--- src/rtl/cache_pkg.sv ---
// rtl/cache_pkg.sv - shared command and state encodings for the LRU access controller
package cache_pkg;

    typedef enum logic [1:0] {
        LRU_INIT  = 2'b00,
        LRU_TOUCH = 2'b01,
        LRU_AGE   = 2'b10,
        LRU_NOP   = 2'b11
    } lru_cmd_e;

    typedef enum logic [2:0] {
        INIT,
        IDLE,
        TOUCH,
        READ,
        OFFER,
        WAIT_FILL
    } ctrl_state_e;

endpackage

--- src/rtl/lru_access_ctrl_sat_counter.sv ---
// rtl/lru_access_ctrl_sat_counter.sv - saturating event counter used for hit/miss statistics
module sat_counter #(
    parameter int WIDTH = 32
) (
    input  logic             clk,
    input  logic             rst,
    input  logic             inc,
    output logic [WIDTH-1:0] count
);

    logic [WIDTH-1:0] count_q;
    logic [WIDTH-1:0] count_d;

    always_comb begin
        count_d = count_q;
        if (inc && (count_q != {WIDTH{1'b1}})) begin
            count_d = count_q + 1'b1;
        end
    end

    always_ff @(posedge clk) begin
        if (rst) begin
            count_q <= '0;
        end else begin
            count_q <= count_d;
        end
    end

    assign count = count_q;

endmodule

--- src/rtl/lru_access_ctrl.sv ---
// rtl/lru_access_ctrl.sv - sequences lookup results into lru_array init/touch commands and victim offers
module lru_access_ctrl
    import cache_pkg::*;
#(
    parameter int ASSOC      = 8,
    parameter int INDEX_SIZE = 7,
    parameter int CNT_WIDTH  = 32
) (
    input  logic                     clk,
    input  logic                     rst,
    input  logic                     req_valid,
    output logic                     req_ready,
    input  logic [INDEX_SIZE-1:0]    req_index,
    input  logic                     req_hit,
    input  logic [$clog2(ASSOC)-1:0] req_way,
    output logic                     victim_valid,
    input  logic                     victim_ready,
    output logic [INDEX_SIZE-1:0]    victim_index,
    output logic [$clog2(ASSOC)-1:0] victim_way,
    input  logic                     fill_done,
    output logic [1:0]               lru_replace,
    output logic [INDEX_SIZE-1:0]    lru_index,
    output logic [$clog2(ASSOC)-1:0] lru_assoc,
    input  logic [$clog2(ASSOC)-1:0] lru_way,
    output logic [CNT_WIDTH-1:0]     hit_count,
    output logic [CNT_WIDTH-1:0]     miss_count
);

    localparam int WAY_W = $clog2(ASSOC);

    ctrl_state_e           state_q, state_d;
    lru_cmd_e              replace_q, replace_d;
    logic                  ready_q, ready_d;
    logic                  vvalid_q, vvalid_d;
    logic [INDEX_SIZE-1:0] index_q, index_d;
    logic [WAY_W-1:0]      assoc_q, assoc_d;
    logic [INDEX_SIZE-1:0] vindex_q, vindex_d;
    logic [WAY_W-1:0]      vway_q, vway_d;
    logic                  accept;

    // Outputs are registered, so each branch computes what is shown in the state being entered;
    // lru_index doubles as the captured request index while the miss is read out.
    always_comb begin
        state_d   = state_q;
        replace_d = LRU_NOP;
        ready_d   = 1'b0;
        vvalid_d  = vvalid_q;
        index_d   = index_q;
        assoc_d   = assoc_q;
        vindex_d  = vindex_q;
        vway_d    = vway_q;
        accept    = 1'b0;
        case (state_q)
            INIT: begin
                replace_d = LRU_INIT;
                state_d   = IDLE;
            end
            IDLE: begin
                if (req_valid && ready_q) begin
                    accept  = 1'b1;
                    index_d = req_index;
                    if (req_hit) begin
                        assoc_d   = req_way;
                        replace_d = LRU_TOUCH;
                        state_d   = TOUCH;
                    end else begin
                        state_d = READ;
                    end
                end else begin
                    ready_d = 1'b1;
                end
            end
            TOUCH: begin
                ready_d = 1'b1;
                state_d = IDLE;
            end
            READ: begin
                vvalid_d = 1'b1;
                vindex_d = index_q;
                vway_d   = lru_way;
                state_d  = OFFER;
            end
            OFFER: begin
                // fill_done is deliberately not looked at here: a fill may only follow acceptance
                if (victim_ready) begin
                    vvalid_d = 1'b0;
                    state_d  = WAIT_FILL;
                end
            end
            WAIT_FILL: begin
                if (fill_done) begin
                    replace_d = LRU_TOUCH;
                    index_d   = vindex_q;
                    assoc_d   = vway_q;
                    state_d   = TOUCH;
                end
            end
            default: begin
                state_d = INIT;
            end
        endcase
    end

    always_ff @(posedge clk) begin
        if (rst) begin
            state_q   <= INIT;
            replace_q <= LRU_NOP;
            ready_q   <= 1'b0;
            vvalid_q  <= 1'b0;
            index_q   <= '0;
            assoc_q   <= '0;
            vindex_q  <= '0;
            vway_q    <= '0;
        end else begin
            state_q   <= state_d;
            replace_q <= replace_d;
            ready_q   <= ready_d;
            vvalid_q  <= vvalid_d;
            index_q   <= index_d;
            assoc_q   <= assoc_d;
            vindex_q  <= vindex_d;
            vway_q    <= vway_d;
        end
    end

    sat_counter #(.WIDTH(CNT_WIDTH)) u_hit_cnt (
        .clk   (clk),
        .rst   (rst),
        .inc   (accept & req_hit),
        .count (hit_count)
    );

    sat_counter #(.WIDTH(CNT_WIDTH)) u_miss_cnt (
        .clk   (clk),
        .rst   (rst),
        .inc   (accept & ~req_hit),
        .count (miss_count)
    );

    assign req_ready    = ready_q;
    assign victim_valid = vvalid_q;
    assign victim_index = vindex_q;
    assign victim_way   = vway_q;
    assign lru_replace  = replace_q;
    assign lru_index    = index_q;
    assign lru_assoc    = assoc_q;

endmodule

--- config.mk ---
export PLATFORM = sky130hd
export DESIGN_NAME = lru_access_ctrl
export DESIGN_NICKNAME = d
export VERILOG_FILES = /design/src/rtl/cache_pkg.sv /design/src/rtl/lru_access_ctrl_sat_counter.sv /design/src/rtl/lru_access_ctrl.sv
export SDC_FILE = /design/constraint.sdc
export NUM_CORES = 1
export LEC_CHECK = 0
export BUFFER_PORTS_ARGS = -buffer_cell sky130_fd_sc_hd__clkbuf_2
export CAP_MARGIN = 20
export CORE_ASPECT_RATIO = 1.2
export CORE_MARGIN = 2
export CORE_UTILIZATION = 40
export CTS_BUF_LIST = sky130_fd_sc_hd__clkbuf_8
export CTS_CLUSTER_DIAMETER = 40
export DETAILED_ROUTE_END_ITERATION = 7
export GPL_TIMING_DRIVEN = 0
export PLACE_DENSITY = 0.72
export SYNTH_ARGS = -nofsm -noshare
export SYNTH_HDL_FRONTEND = slang
export SYNTH_SLANG_ARGS = --single-unit
--- constraint.sdc ---
create_clock -name clk -period 1.77 [get_ports clk]
set_input_delay 0.354 -clock clk [delete_from_list [all_inputs] [get_ports clk]]
set_output_delay 0.354 -clock clk [all_outputs]
set_load 0.01 [all_outputs]
---- Yosys cells after proc, flatten, opt, wreduce, memory -nomap -nowiden ----
Cells that the tools add are included.
W data, S select, Z words.
operators by class
  reductions and logical operators ........ 11
  mux-type cells .......................... 22
  equal/unequal tests ..................... 11
  bitwise operators ....................... 3
  add/sub/neg operators ................... 2
operator list
  kind                     number
  $add A32 B1 Y32 const B  2
  $ne A32 B32 Y1 const B   2
  $mux W3                  6
  $pmux W3 S5              1
  $mux W7                  2
  $pmux W7 S2              1
  $ne A2 B2 Y1 const B     4
  $eq A3 B2 Y1 const B     2
  $eq A3 B3 Y1 const B     2
  $mux W2                  3
  $pmux W2 S3              1
  $pmux W3 S2              1
  $reduce_and A3 Y1        2
  $mux W1                  5
  $pmux W1 S2              2
  $reduce_and A4 Y1        1
  $reduce_bool A2 Y1       2
  $eq A3 B1 Y1 const B     1
  $logic_and A1 B1 Y1      3
  $logic_not A3 Y1         1
  $and A1 B1 Y1            2
  $reduce_and A2 Y1        1
  $reduce_or A2 Y1         1
  $not A1 Y1               1
storage, ports and cells
  register bits ........................... 91
  output and inout bits ................... 88
  bits of input ports ..................... 19
  word-level logic and storage cells ...... 59

---- Depth between registers and ports, before layout ----
  depth after elaboration ................. 5
  gate-level depth with buffers ........... 8
  mapped depth without buffers ............ 6

---- Cells and area by module ----
A second synthesis with hierarchy kept.
second synthesis, totals
  cells, all modules ...................... 529
  area total of the unflattened synthesis .. 4589.4 um2
modules (own cells, without submodules)
  module           instances  cells an instance  area each (um2)  seq. area each (um2)
  sat_counter      2          199                1674.1           640.6
  lru_access_ctrl  1          131                1241.2           540.5

---- Worst setup path after synthesis ----
Ideal clock, no wire load.
  path kind ............................... register -> register
  start point ............................. register ready_q, in the netlist req_ready
  end point ............................... register u_hit_cnt.count_q[14], in the netlist u_hit_cnt.count[14]
  path buffers ............................ 1
  data arrival time ....................... 1856 ps
  period minus slack after synthesis ...... 1977 ps
  required time ........................... 1649 ps
  library setup time ...................... 121 ps
  stages on the path, launching flop included .. 7
  setup slack ............................. -207 ps
  cells stage by stage .................... dfxtp_1 -> and4bb_1 -> and3_2 -> nand3_1 -> buf_2 -> nor4_1 -> mux2_2
on the way
  word-level cells in the longest chain between the ends .. 5
RTL lines
  element                 RTL line                           text
  start, declared         lru_access_ctrl.sv:33              logic ready_q, ready_d;
  start signal, assigned  lru_access_ctrl.sv:117             ready_q <= ready_d;
  $logic_and A1 B1 Y1     lru_access_ctrl.sv:59              if (req_valid && ready_q) begin
  $mux W1                 lru_access_ctrl.sv:59
  $mux W1                 lru_access_ctrl.sv:53              case (state_q)
  $and A1 B1 Y1           lru_access_ctrl.sv:129             .inc (accept & req_hit),
  $logic_and A1 B1 Y1     lru_access_ctrl_sat_counter.sv:16  if (inc && (count_q != {WIDTH{1'b1}})) begin
  end signal, assigned    lru_access_ctrl_sat_counter.sv:25  count_q <= count_d;
  end, declared           lru_access_ctrl_sat_counter.sv:11  logic [WIDTH-1:0] count_q;
Every way passes these cells.
A chain may end at the register's enable or synchronous reset.

---- Worst setup path in the final report ----
  start point ............................. register u_hit_cnt.count_q[3], in the netlist u_hit_cnt.count[3]
  end point ............................... register u_hit_cnt.count_q[7], in the netlist u_hit_cnt.count[7]
on the way
  word-level cells in the longest chain between the ends .. 2
  elaborated cells between the ends (all ways) .. 3
  those cells by class .................... add/sub: 1; eq/ne: 1; reduce/logical: 1
RTL lines
  element
  branches (longest 2 deep; another with $add A32 B1 Y32)
Parallel ways; which one is timed is not known.

==> results.toml <==
[grt]
grt_pass1_wl_mm = 25.14
antenna_found_initial = 0
grt.total_usage = 0.2571
grt_max_degree = 17
grt_pass1_vias = 5046
busiest_layer = "met2"
met3_usage = 0.05300
grtUsageMet2 = 0.4248
grtUsageMet1 = 0.3115
overflow = 0

[setup_path]
cp_data_arrival_time_ns = 2.33
rr_endpoint = "u_hit_cnt.count[7]"
path_class = "reg2reg"
crit_path_end_kind = "register"
critPathMaxFanout = 8
r2r_cells = 7
r2r-start = "u_hit_cnt.count[3]"
worstSetupStartpointType = "register"
reg2reg_slack_ns = -0.26
crit_required_ns = 2.07

[synthesis]
netlist_top_cells_count = "91 x dfxtp_1, 68 x a21oi_1, 57 x nand2_1"
synthArstFlopShare = 0
yosysUniqueCellTypes = 54
synthCells = 555
syn_area_per_cell_um2 = 8.262
yosysSeqAreaShare = 0.3973
synth_area_um2 = 4586
synth_edf_count = 0
yosysTopAreaCell = "dfxtp_1"
synth.net_count = 576
yosysWarnings = 0
yosys-top-cells-area = "dfxtp_1 40%, a21oi_1 7.4%, o31ai_1 5.4%"
yosys.area.top_type_share = 0.3973
ys_ff_latch = 91
synth_most_common_cell = "dfxtp_1"
synth_flop_cell = "dfxtp_1"

[timing]
setup_ws_ns = -0.2562
rsz0062_at_grt = "yes"
fmaxAchievable_mhz = 493.5
period_needed_ns = 2.026
fin_crit_sh = 1.145
slew_violations = 0
relSlewSlack = 0.5704
finClkSkew_ns = 0.01450
setup_viol = 56
finalHoldViolations = 0
tightest_slew_ns = 0.6444

[outcome]
violations = "setup timing"
status = "complete, but fails checks"

[detailed_routing]
drt-total-wl_mm = 19.22
avgViaCountPerCell = 6.239
dr.pass1.iters = 5
drc_errors = 0
detail_route.iter0.violations = 574
wl_per_cell_um = 20.71
vias = 5790
postRouteAntennaNets = 0

[min_path]
hold_path_class = "in2reg"
whs_path_depth = 3
hp-start = "lru_way[1]"
min_to = "victim_way[1]"

[power_and_ir_drop]
p_leak_uw = 0.002773
power_uw = 3833
ir_worst_vdd_uv = 478.0
power_density_nw_per_um2 = 513.0

[clock_network]
clock_latency_ns = 0.38
htreeDepth = 3
holdBufCountCts = 0
clock-sinks = 91
clk_path_buf_depth = 2
cts_tree = "done"
cts_root_buffer = "clkbuf_8"
path_clk_slew_ns = 0.10
cts_made_buffers = 9

[layout]
area_delta_synth_final_pct = 62.95
final_layout_size_suffix_gt1_frac = 0.5581
antenna_cells = 0
final_util = 0.6739
stdcell_area_um2 = 7472
fill_cells = 812
finish.net_count = 790

[placed_design]
gp_congestion = 0.8846
post_dp_cell_area_um2 = 5434
portBuffers = 106
place_hpwl_mm = 10.12

[die]
io_pins = 107
die_x_um = 101.7
core_area_um2 = 11090
die_h_um = 121.3
rows = 42
initial_core_util = 0.4136
dieArea_um2 = 12340

[flow_run]
max_cap_viol_count = 0
-- flip-flops by register name, summed over array words and instances, names as in the netlist --
register,flops
lru_assoc,3
lru_index,7
lru_replace,2
req_ready,1
state_q,3
u_hit_cnt.count,32
u_miss_cnt.count,32
victim_index,7
victim_valid,1
victim_way,3
-- power by group --
part	leakage, µW	total [µW]	internal [µW]	switching (µW)
logic	0.00189	299	109	190
registers	0.000776	2050	2020	27.6
clock network	0.000104	1490	666	820
-- worst max-delay path: stages, from the launching register on --
cell and delay, ns:
dfxtp_4 0.42, and4_4 0.25, nand4_1 0.29, nor3b_4 0.39, buf_6 0.22, buf_8 0.14
o31ai_1 0.08, a21oi_1 0.15
-- area by class of cell --
cell class / instances / area [µm²] / share of cell area
tap: 154 / 192.7 / 0.02579
buffer: 29 / 231.5 / 0.03098
inverter: 9 / 33.78 / 0.004521
clock buffer: 9 / 123.9 / 0.01658
clock inverter: 7 / 75.07 / 0.01005
multi-input combinational: 426 / 3425 / 0.4583
sequential: 91 / 1986 / 0.2657
timing repair buffer: 203 / 1405 / 0.1880
-- metrics by stage --
stage | hold WS, ns | setup WS, ns | setup TNS [ns] | instances
2_1_floorplan | 0.4884 | -0.06452 | -0.3207 | 555
3_3_place_gp | 0.4575 | -0.4161 | -23.58 | 815
3_5_place_dp | 0.4661 | -0.4937 | -26.19 | 815
4_1_cts | 0.1895 | -0.1215 | -1.469 | 894
5_1_grt | 0.1950 | -0.2781 | -10.90 | 928
6_report | 0.2058 | -0.2562 | -8.756 | 928
-- worst max path at each step --
| stage | from | end | cells after the start |
|---|---|---|---|
| after floorplan | u_hit_cnt.count[8] | u_hit_cnt.count[22] | 5 |
| after global placement | req_valid | u_hit_cnt.count[14] | 7 |
| after detailed placement | req_valid | u_hit_cnt.count[13] | 6 |
| after CTS | u_hit_cnt.count[7] | u_hit_cnt.count[31] | 6 |
| after global routing | state_q[1] | u_hit_cnt.count[23] | 6 |
| final | u_hit_cnt.count[3] | u_hit_cnt.count[7] | 7 |
-- layer usage --
metal  routed length [µm]  vias up
met5                    0        -
met4                  830        0
met2                 9858      370
met3                 1499       88
met1                 7032     2761
li1                     -     2571
-- cells by family after synthesis --
| family | count (synthesis) | synth area share |
|---|---|---|
| AOI/OAI and AO/OA | 148 | 0.2016 |
| xor gates and xnor gates | 4 | 0.007639 |
| adders and majority gates | 2 | 0.005456 |
| buffers and inverters | 40 | 0.03765 |
| DFF | 91 | 0.3973 |
| muxes | 5 | 0.01228 |
| and+or+nand+nor | 265 | 0.3381 |
-- timing repair --
action	4_1_cts	5_1_grt
buffers inserted	60	31
pin swaps	66	73
resized for setup	139	145
gates cloned	3	5
endpoints found under the setup margin	70	80
-- placed cells by master (no fill, tap or decap), types with 8 or more instances in the layout --
cell type  instances
o31ai_4            9
dfxtp_2           26
a311oi_1          11
buf_6             23
o31ai_2           11
inv_1              9
clkbuf_1           8
o21ai_0            9
o31ai_1           13
or3_1             10
nor4_4            11
a21oi_1           53
buf_4             73
or4_4             11
clkbuf_8          12
nand4_1           21
nand2_1           54
or4_1             22
dfxtp_1           30
a21oi_2           15
nand3_1           31
clkbuf_2         114
dfxtp_4           35
nor2_1            28
No activity file was read; power rests on OpenSTA's default activity.
